==> src/rtl/mod2n1_sub_pipe.sv <==
// rtl/mod2n1_sub_pipe.sv - 3-stage handshaked modulo-(2^16-1) add/sub, end-around-carry prefix datapath.
// Define MOD2N1_NORM_ZERO_EN to fold the 0xFFFF zero encoding to 0x0000 at the output.
module mod2n1_sub_pipe #(
  parameter int WIDTH = 16,
  parameter int TAG_W = 4
) (
  input  logic             clk,
  input  logic             rst,
  input  logic             in_valid,
  output logic             in_ready,
  input  logic             in_op,
  input  logic [WIDTH-1:0] in_a,
  input  logic [WIDTH-1:0] in_b,
  input  logic [TAG_W-1:0] in_tag,
  output logic             out_valid,
  input  logic             out_ready,
  output logic [WIDTH-1:0] out_result,
  output logic [TAG_W-1:0] out_tag
);

  localparam int N = WIDTH;

  generate
    if (WIDTH != 16) begin : g_width_check
      $error("mod2n1_sub_pipe supports WIDTH == 16 only");
    end
  endgenerate

  logic             en;
  logic [WIDTH-1:0] bm;

  logic             v1;
  logic [WIDTH-1:0] s1_g, s1_p, s1_x;
  logic [TAG_W-1:0] s1_tag;

  logic             v2;
  logic [WIDTH-1:0] s2_r1, s2_q1, s2_x;
  logic [TAG_W-1:0] s2_tag;

  logic [WIDTH-1:0] r1, q1, r2, d, jg, carry, jsum, res;

  // The whole pipe moves as one: it only freezes when a held result is not taken.
  assign en       = !out_valid | out_ready;
  assign in_ready = en;
  assign bm       = in_op ? ~in_b : in_b;

  always_ff @(posedge clk) begin
    if (rst) begin
      v1 <= 1'b0;
    end else if (en) begin
      v1     <= in_valid;
      s1_g   <= in_a & bm;
      s1_p   <= in_a | bm;
      s1_x   <= in_a ^ bm;
      s1_tag <= in_tag;
    end
  end

  // 4-bit cyclic groups ending at each bit; indices wrap so bit 0 sees bits 15..13.
  generate
    for (genvar i = 0; i < N; i++) begin : g_lvl1
      localparam int I1 = (i + N - 1) % N;
      localparam int I2 = (i + N - 2) % N;
      localparam int I3 = (i + N - 3) % N;
      assign r1[i] = s1_g[i]
                   | (s1_p[i] & s1_g[I1])
                   | (s1_p[i] & s1_p[I1] & s1_g[I2])
                   | (s1_p[i] & s1_p[I1] & s1_p[I2] & s1_g[I3]);
      assign q1[i] = s1_p[i] & s1_p[I1] & s1_p[I2] & s1_p[I3];
    end
  endgenerate

  always_ff @(posedge clk) begin
    if (rst) begin
      v2 <= 1'b0;
    end else if (en) begin
      v2     <= v1;
      s2_r1  <= r1;
      s2_q1  <= q1;
      s2_x   <= s1_x;
      s2_tag <= s1_tag;
    end
  end

  // Widen to 8-bit then full-ring groups; the carry into bit i is the ring group ending at i-1.
  generate
    for (genvar i = 0; i < N; i++) begin : g_lvl2
      localparam int I4 = (i + N - 4) % N;
      localparam int I8 = (i + N - 8) % N;
      localparam int IP = (i + N - 1) % N;
      assign r2[i]    = s2_r1[i] | (s2_q1[i] & s2_r1[I4]);
      assign d[i]     = s2_q1[i] & s2_q1[I4];
      assign jg[i]    = r2[i] | (d[i] & r2[I8]);
      assign carry[i] = jg[IP];
    end
  endgenerate

  assign jsum = s2_x ^ carry;

`ifdef MOD2N1_NORM_ZERO_EN
  assign res = (&jsum) ? '0 : jsum;
`else
  assign res = jsum;
`endif

  always_ff @(posedge clk) begin
    if (rst) begin
      out_valid  <= 1'b0;
      out_result <= '0;
      out_tag    <= '0;
    end else if (en) begin
      out_valid  <= v2;
      out_result <= res;
      out_tag    <= s2_tag;
    end
  end

endmodule

==> config.mk <==
export PLATFORM = sky130hd
export DESIGN_NAME = mod2n1_sub_pipe
export DESIGN_NICKNAME = d
export VERILOG_FILES = /design/src/rtl/mod2n1_sub_pipe.sv
export SDC_FILE = /design/constraint.sdc
export NUM_CORES = 1
export LEC_CHECK = 0
export CAP_MARGIN = 20
export CORE_MARGIN = 4
export CORE_UTILIZATION = 35
export DETAILED_ROUTE_END_ITERATION = 12
export SETUP_SLACK_MARGIN = 0.3
export SYNTH_ARGS = -nofsm -noshare
export SYNTH_HDL_FRONTEND = slang
export SYNTH_SLANG_ARGS = --single-unit
==> constraint.sdc <==
create_clock -name clk -period 6.7 [get_ports clk]
set_input_delay 1.675 -clock clk [delete_from_list [all_inputs] [get_ports clk]]
set_output_delay 1.675 -clock clk [all_outputs]
set_load 0.02 [all_outputs]
# Word level (Yosys, flattened, before mapping)
# Cells that the tools add are included.
[totals]
regBits = 127
wordCells = 247
out_inout_bits = 22
in_bits = 41
[classes]
mux = 1
n_reduce_logical = 2
bitwise = 231
[ops]
columns = ["cell", "count"]
rows = [
  ["$and A1 B1 Y1", 144],
  ["$or A1 B1 Y1", 81],
  ["$xor A16 B16 Y16", 2],
  ["$and A16 B16 Y16", 1],
  ["$mux W16", 1],
  ["$not A16 Y16", 1],
  ["$or A16 B16 Y16", 1],
  ["$reduce_and A2 Y1", 1],
  ["$logic_not A1 Y1", 1],
  ["$not A1 Y1", 1],
]

# Depth between registers and ports, before layout
# Gate-level depths: netlist of run 1.
[logic_depth]
word_depth = 5
mapped_depth = 6
ltp_nobuf = 4

# Least setup slack after synthesis of run 1
# OpenSTA, ideal clock, no wires.
[synth_path]
kind = "input port to flip-flop"
from = "input port rst"
to = "register s1_g[0] (enable)"
cell_stages = 3
setup_ns = 0.568
arrival_time_ns = 6.304
n_path_buf = 2
required_ns = 6.132
path_slack_ns = -0.173
path_cell_list = "buf_6 buf_2 nor2_1"
[synth_via]
elab_chain_cells = 2
[synth_lines]
columns = ["item", "line_no", "source"]
rows = [
  ["start: declaration", "8", "input logic rst,"],
  ["$not A1 Y1 (no source line)", "n/a", ""],
  ["$reduce_and A2 Y1 (no source line)", "n/a", ""],
  ["end signal: assignment", "52", "s1_g <= in_a & bm;"],
  ["end: declaration", "33", "logic [WIDTH-1:0] s1_g, s1_p, s1_x;"],
]
# No other way between the ends.
# A chain may end at the register's enable or synchronous reset.

# Worst setup path in the final report of run 1
[layout_path]
from = "input port out_ready"
to = "output port in_ready"
[layout_via]
elab_chain_cells = 1
[layout_lines]
columns = ["item", "line_no", "source"]
rows = [
  ["start: declaration", "16", "input logic out_ready,"],
  ["$or A1 B1 Y1", "43", "assign en = !out_valid | out_ready;"],
  ["end: declaration", "10", "output logic in_ready,"],
]
# No other way between the ends.

==> results of run 1 <==
## layout make-up
type                    instances  area [sq um]
clock buffers                  18           429
inverters                      49           191
well taps                     220           275
repair buffers                 65           638
clock inverters                13           124
multi-input cells             302          2010
fillers                      1532          9330
flip-flops and latches        127          3580
## cells in the mapped netlist
cell       instances
a21oi_1           30
nor2b_1           16
buf_2              3
inv_8              1
o2111ai_1         31
nand4b_1          15
a21o_1            24
edfxtp_1         104
nand2_1           52
nand2b_1          16
ha_1              32
nor2_1            35
xor2_1             1
dfxtp_1           23
buf_6             10
buf_4              1
nand3_1           24
clkbuf_1           2
xnor2_1           15
o21ai_0            8
nand4b_2           1
o2111ai_2          1
inv_1             48
nor2b_4            1
## worst max-delay path: cells and delay by family
family	cells	cell delay (ps)
buffers and inverters	3	1230
and+or+nand+nor	1	310
## cells by family after synthesis
group	count (synthesis)	share of synthesized area
buffers and inverters	65	0.0564
AND/OR/NAND/NOR	160	0.136
XOR/XNOR	16	0.0237
flip-flops	127	0.605
adder cells (fa/ha/maj)	32	0.0676
AO/OA/AOI/OAI	94	0.111
## layout by cell type (no fill, tap or decap)
master | netlist | routed
a21o_1 | 24 | 24
a21oi_1 | 30 | 30
buf_2 | 3 | 1
buf_4 | 1 | 3
bufinv_16 | 0 | 2
clkbuf_1 | 2 | 1
clkbuf_16 | 0 | 17
clkdlybuf4s50_1 | 0 | 61
clkinv_1 | 0 | 2
clkinv_2 | 0 | 5
clkinv_4 | 0 | 1
clkinvlp_4 | 0 | 3
dfxtp_1 | 23 | 23
edfxtp_1 | 104 | 104
ha_1 | 32 | 32
inv_1 | 48 | 48
inv_8 | 1 | 1
nand2_1 | 52 | 52
nand2b_1 | 16 | 16
nand3_1 | 24 | 24
nand4b_1 | 15 | 15
nand4b_2 | 1 | 1
nor2_1 | 35 | 34
nor2_4 | 0 | 1
nor2b_1 | 16 | 16
nor2b_4 | 1 | 1
o2111ai_1 | 31 | 31
o2111ai_2 | 1 | 1
o21ai_0 | 8 | 8
xnor2_1 | 15 | 15
xor2_1 | 1 | 1
## per-stage QoR
stage | power, mW | hold WS [ps] | std cells | utilization | area (sq um)
detailed placement | 1.22 | 405 | 763 | 0.404 | 6700
finish | 2.05 | 417 | 794 | 0.437 | 7250
global route | 2.14 | 423 | 794 | 0.437 | 7250
floorplan | 1.12 | 400 | 494 | - | 5920
global placement | 1.21 | 404 | 763 | 0.404 | 6700
CTS | 2.07 | 418 | 794 | 0.437 | 7250
## power by group through the flow
| stage | Sequential, mW | Combinational (mW) | Clock (mW) |
|---|---|---|---|
| final | 0.984 | 0.215 | 0.852 |
| after global routing | 0.992 | 0.242 | 0.906 |
| after CTS | 0.985 | 0.219 | 0.868 |
| after detailed placement | 1.00 | 0.217 | 0 |
| after global placement | 0.999 | 0.212 | 0 |
| after floorplan | 1.00 | 0.118 | 0 |
## flip-flops by register name, indices dropped and copies added, names as in the netlist
register,count
s2_q1,16
out_valid,1
v1,1
s2_r1,16
s2_tag,4
s1_x,16
out_result,16
s1_p,16
v2,1
out_tag,4
s1_g,16
s2_x,16
s1_tag,4
## metal layers
layer,vias to the layer above,GRT usage
met1,1791,0.156
met5,-,0
met4,0,0.0556
met2,102,0.198
met3,17,0.0325
li1,1912,-
## worst max-delay path by stage
stage	slack (ps)	end	cells after the start
floorplan	1580	s1_g[0]	3
global placement	1800	in_ready	4
detailed placement	1770	in_ready	4
CTS	1770	in_ready	4
global route	1690	in_ready	4
finish	1760	in_ready	4
==> reports/qor.yml, run 1 <==
status:
  status: "finished clean"
yosys:
  synth_top_area_frac: 0.527
  synthTopCellsByArea: "edfxtp_1 53%, dfxtp_1 7.8%, ha_1 6.8%"
  ys_seq_elements: 127
  yosysUniqueCellTypes: 24
  syn_avg_cell_area_sq_um: 12.0
  synth_area_leader_cell: "edfxtp_1"
  post_synth_inst_count: 494
  synth_nets: 567
  yosys_warnings: 0
  netlist_area_sq_um: 5920
  yosysSeqAreaShare: 0.605
power:
  vdd_drop_max_v: 0.000193
  p_seq_frac: 0.480
  p_leak_nw: 2.78
  p_per_area_nw_per_um2: 283
  power_frac_clock: 0.415
  switching_share: 0.232
  p_sw_mw: 0.476
  internal_power_mw: 1.58
  comb_power_share: 0.105
floorplanning:
  coreArea_sq_um: 16600
  initial_core_util: 0.357
  row_count: 47
  io_pins: 63
  die_y_um: 138
  die-area_sq_um: 19100
  die_w_um: 138
clocking:
  clkTransAtPathRegs_ps: 50
  cts_root_buffer: "clkbuf_16"
  insertion_delay_ps: 400
  cts_hold_buf: 0
  cts.sinks: 127
  htree_levels: 4
  cts_tree: "built"
  numCtsBuffers: 17
  cts_resized: 0
  cts_setup_buffers: 0
  clockBufferDepth: 2
min_path:
  worstHoldPathType: "reg2reg"
  hold_path_end: "s2_x[4]"
  hold_depth: 0
  holdCritStartpoint: "s1_x[4]"
final_layout:
  nets: 635
  drive_gt1_frac: 0.0645
  area_delta_synth_final_pct: 22.5
  antenna_cells: 0
grt:
  antenna_found_initial: 0
  grt_pass1_vias: 3787
  grt-ovfl-total: 0
  grt_max_degree: 72
  grt_use_total: 0.123
  grt_pass1_wl_um: 18700
sta:
  slew_headroom: 0.354
  maxSlewViolCount: 0
  finalWorstSetupSlack_ps: 1760
  timing.setup.tns_ps: 0
  worstMarginPinSlew_ps: 966
  fmax_mhz: 202
  period_share: 0.738
  grt_setup_unrepaired: "false"
  setup_viol: 0
  finalHoldViolCount: 0
  fin_crit_ps: 4940
  skew_ps: 4.25
run:
  max_cap_violations: 0
placed_design:
  io_buffer_count: 62
  place_ws_ps: 1770
  dp_hpwl_um: 8430
  routabilityCongestion: 0.879
routing:
  dr_total_vias: 3822
  met1Wirelength_um: 5260
  routed_via_density: 4.81
  dr_wl_met3_um: 495
  drt_pass1_iterations: 4
  drc: 0
  drt_iter0_drc: 193
  wl_um: 11400
  final_antenna_net_count: 0
  wire_per_inst_um: 14.3
  met2_length_um: 5400
  top_layer: "met4"
setup_path:
  cp_data_arrival_time_ps: 3270
  critPathMaxStageDelay_ps: 610
  critPathMaxFanout: 71
  worst_r2r_startpoint: "out_valid"
  crit_top_cell: "clkdlybuf4s50_1"
  end_kind: "output port"
  worstSetupPathType: "in2out"
  r2r_end: "s2_r1[7]"
  r2r_cells: 4
  ff2ff_setup_slack_ps: 4590
  slowest_stage: "clkdlybuf4s50_1"
  critPathLaunch: "out_ready"
  path_cells: "clkdlybuf4s50_1, nor2b_4, inv_8, clkdlybuf4s50_1"
  required_ps: 5030
  start_kind: "input port"
(Power assumes the default switching activity.)
==> run 2, diff against run 1 <==
==> constraint.sdc (replaced) <==
create_clock -name clk -period 4.8 [get_ports clk]
set_input_delay 1.2 -clock clk [delete_from_list [all_inputs] [get_ports clk]]
set_output_delay 1.2 -clock clk [all_outputs]
set_load 0.02 [all_outputs]
==> run 2 against run 1 <==
Cell count down 0.13%. Core utilization up 0.39 points. Clock power up 58%.
==> reports/qor.yml, run 2 (same netlist as run 1, synthesis figures left out) <==
final_layout:
  nets: 634  # was 635
  area_delta_synth_final_pct: 23.6  # was 22.5%
  final_area_sq_um: 7320  # was 7250 sq um
  final_common_cell: "edfxtp_1"  # unchanged
  layout.cells.non_filler: 793  # was 794
  layout_common_cells: "104 x edfxtp_1, 61 x clkdlybuf4s50_1, 52 x nand2_1, 48 x inv_1, 34 x nor2_1"  # unchanged
  antenna_cells: 0  # unchanged
  drive_gt1_frac: 0.0611  # was 0.0645
  fill_cells: 1517  # was 1,532
power:
  p_seq_frac: 0.455  # was 0.480
  p_leak_nw: 2.80  # was 2.78 nW
  p_sw_mw: 0.665  # was 0.476 mW
  comb_power_share: 0.099  # was 0.105
  vdd_drop_max_v: 0.000238  # was 0.000193 V
  internal_power_mw: 2.36  # was 1.58 mW
  p_per_area_nw_per_um2: 413  # was 283 nW/um^2
  power_frac_clock: 0.446  # was 0.415
  switching_share: 0.220  # was 0.232
sta:
  timing.setup.tns_ps: 0  # unchanged
  skew_ps: 6.46  # was 4.25 ps
  finalWorstSetupSlack_ps: 815  # was 1760 ps
  fmax_mhz: 251
  worstMarginPinSlew_ps: 990  # was 966 ps
  period_share: 0.830
  maxSlewViolCount: 0  # unchanged
  setup_viol: 0  # unchanged
  finalHoldViolCount: 0  # unchanged
  fin_crit_ps: 3990
  slew_headroom: 0.338  # was 0.354
  grt_setup_unrepaired: "false"  # unchanged
setup_path:
  ff2ff_setup_slack_ps: 3170  # was 4590 ps
  end_kind: "output port"  # unchanged
  start_kind: "input port"  # unchanged
  endpoint: "in_ready"  # unchanged
  critPathLaunch: "out_ready"  # unchanged
  cp_data_arrival_time_ps: 2790  # was 3270 ps
  required_ps: 3600  # was 5030 ps
  worstSetupPathType: "in2out"  # unchanged
  worst_r2r_startpoint: "out_valid"  # unchanged
  r2r_end: "s1_p[6]"  # was s2_r1[7]
  r2r_cells: 3  # was 4
  critPathMaxFanout: 71  # unchanged
clocking:
  cts_resized: 0  # unchanged
  cts_root_buffer: "clkbuf_16"  # unchanged
  htree_levels: 4  # unchanged
  cts.sinks: 127  # unchanged
  clkTransAtPathRegs_ps: 50  # about the same
  insertion_delay_ps: 400  # about the same
  cts_tree: "built"  # unchanged
  numCtsBuffers: 17  # unchanged
  cts_hold_buf: 0  # unchanged
  clockBufferDepth: 2  # unchanged
  cts_setup_buffers: 0  # unchanged
placed_design:
  routabilityCongestion: 0.877  # was 0.879
  io_buffer_count: 62  # unchanged
  postPlaceCellArea_sq_um: 6690  # was 6700 sq um
  dp_cells: 762  # was 763
  place_ws_ps: 833  # was 1770 ps
  dp_hpwl_um: 8450  # was 8430 um
floorplanning:
  coreArea_sq_um: 16600  # unchanged
  die-area_sq_um: 19100  # unchanged
  die_y_um: 138  # unchanged
  io_pins: 63  # unchanged
  die_w_um: 138  # unchanged
  initial_core_util: 0.357  # unchanged
  row_count: 47  # unchanged
grt:
  grt-ovfl-total: 0  # unchanged
  grt_max_degree: 72  # unchanged
  grt_pass1_wl_um: 18700  # unchanged
  grt_pass1_vias: 3809  # was 3,787
  grt_use_total: 0.122  # was 0.123
  antenna_found_initial: 0  # unchanged
run:
  max_cap_violations: 0  # unchanged
routing:
  wl_um: 11500  # was 11,400 um
  drt_iter0_drc: 241  # was 193
  final_antenna_net_count: 0  # unchanged
  routed_via_density: 4.83  # was 4.81
  drc: 0  # unchanged
  drt_pass1_iterations: 5  # was 4
  wire_per_inst_um: 14.4  # was 14.3 um
  dr_total_vias: 3833  # was 3,822
status:
  status: "finished clean"  # unchanged
min_path:
  worstHoldPathType: "reg2reg"  # unchanged
[run 2: how the worst min path moves through the flow]
stage,startpoint,endpoint,slack [ps],cells past startpoint
after floorplan,s1_tag[0],s2_tag[0],400,0
after global placement,s1_tag[0],s2_tag[0],410,0
final,s1_x[11],s2_x[11],420,0
after global routing,s1_x[8],s2_x[8],420,0
after CTS,s1_x[8],s2_x[8],420,0
after detailed placement,s1_x[8],s2_x[8],400,0
[run 2: power groups by stage]
stage                     sequential, mW  clock (mW)  combinational, mW
after floorplan                     1.39           0              0.165
after detailed placement            1.40           0              0.301
after global routing                1.39        1.43              0.334
after global placement              1.40           0              0.295
after CTS                           1.38        1.37              0.303
final                               1.38        1.35              0.299
[run 2: cell type report]
type / count / area, sq um / area share
inverters: 49 / 191 / 0.0262
clock buffers: 19 / 433 / 0.0592
multi-input cells: 302 / 2010 / 0.275
well taps: 220 / 275 / 0.0376
clock inverters: 12 / 193 / 0.0263
flip-flops and latches: 127 / 3580 / 0.490
repair buffers: 64 / 631 / 0.0862
[run 2: routing by layer]
| metal | GRT usage | part of all wire | up-vias |
|---|---|---|---|
| met5 | 0 | 0 | - |
| met4 | 0.0551 | 0.021 | 0 |
| met3 | 0.0307 | 0.041 | 23 |
| met2 | 0.193 | 0.47 | 116 |
| met1 | 0.158 | 0.47 | 1785 |
| li1 | - | - | 1909 |
[run 2: worst max-delay path: stages]
cell             delay [ps]
clkdlybuf4s50_1         500
nor2b_4                  90
inv_8                   260
clkdlybuf4s50_1         680
[run 2: stage by stage]
stage / total power, mW / util / hold WS [ps]
6_report: 3.02 / 0.441 / 418
5_1_grt: 3.15 / 0.441 / 424
4_1_cts: 3.05 / 0.441 / 417
3_5_place_dp: 1.70 / 0.404 / 405
3_3_place_gp: 1.69 / 0.404 / 407
2_1_floorplan: 1.56 / - / 400
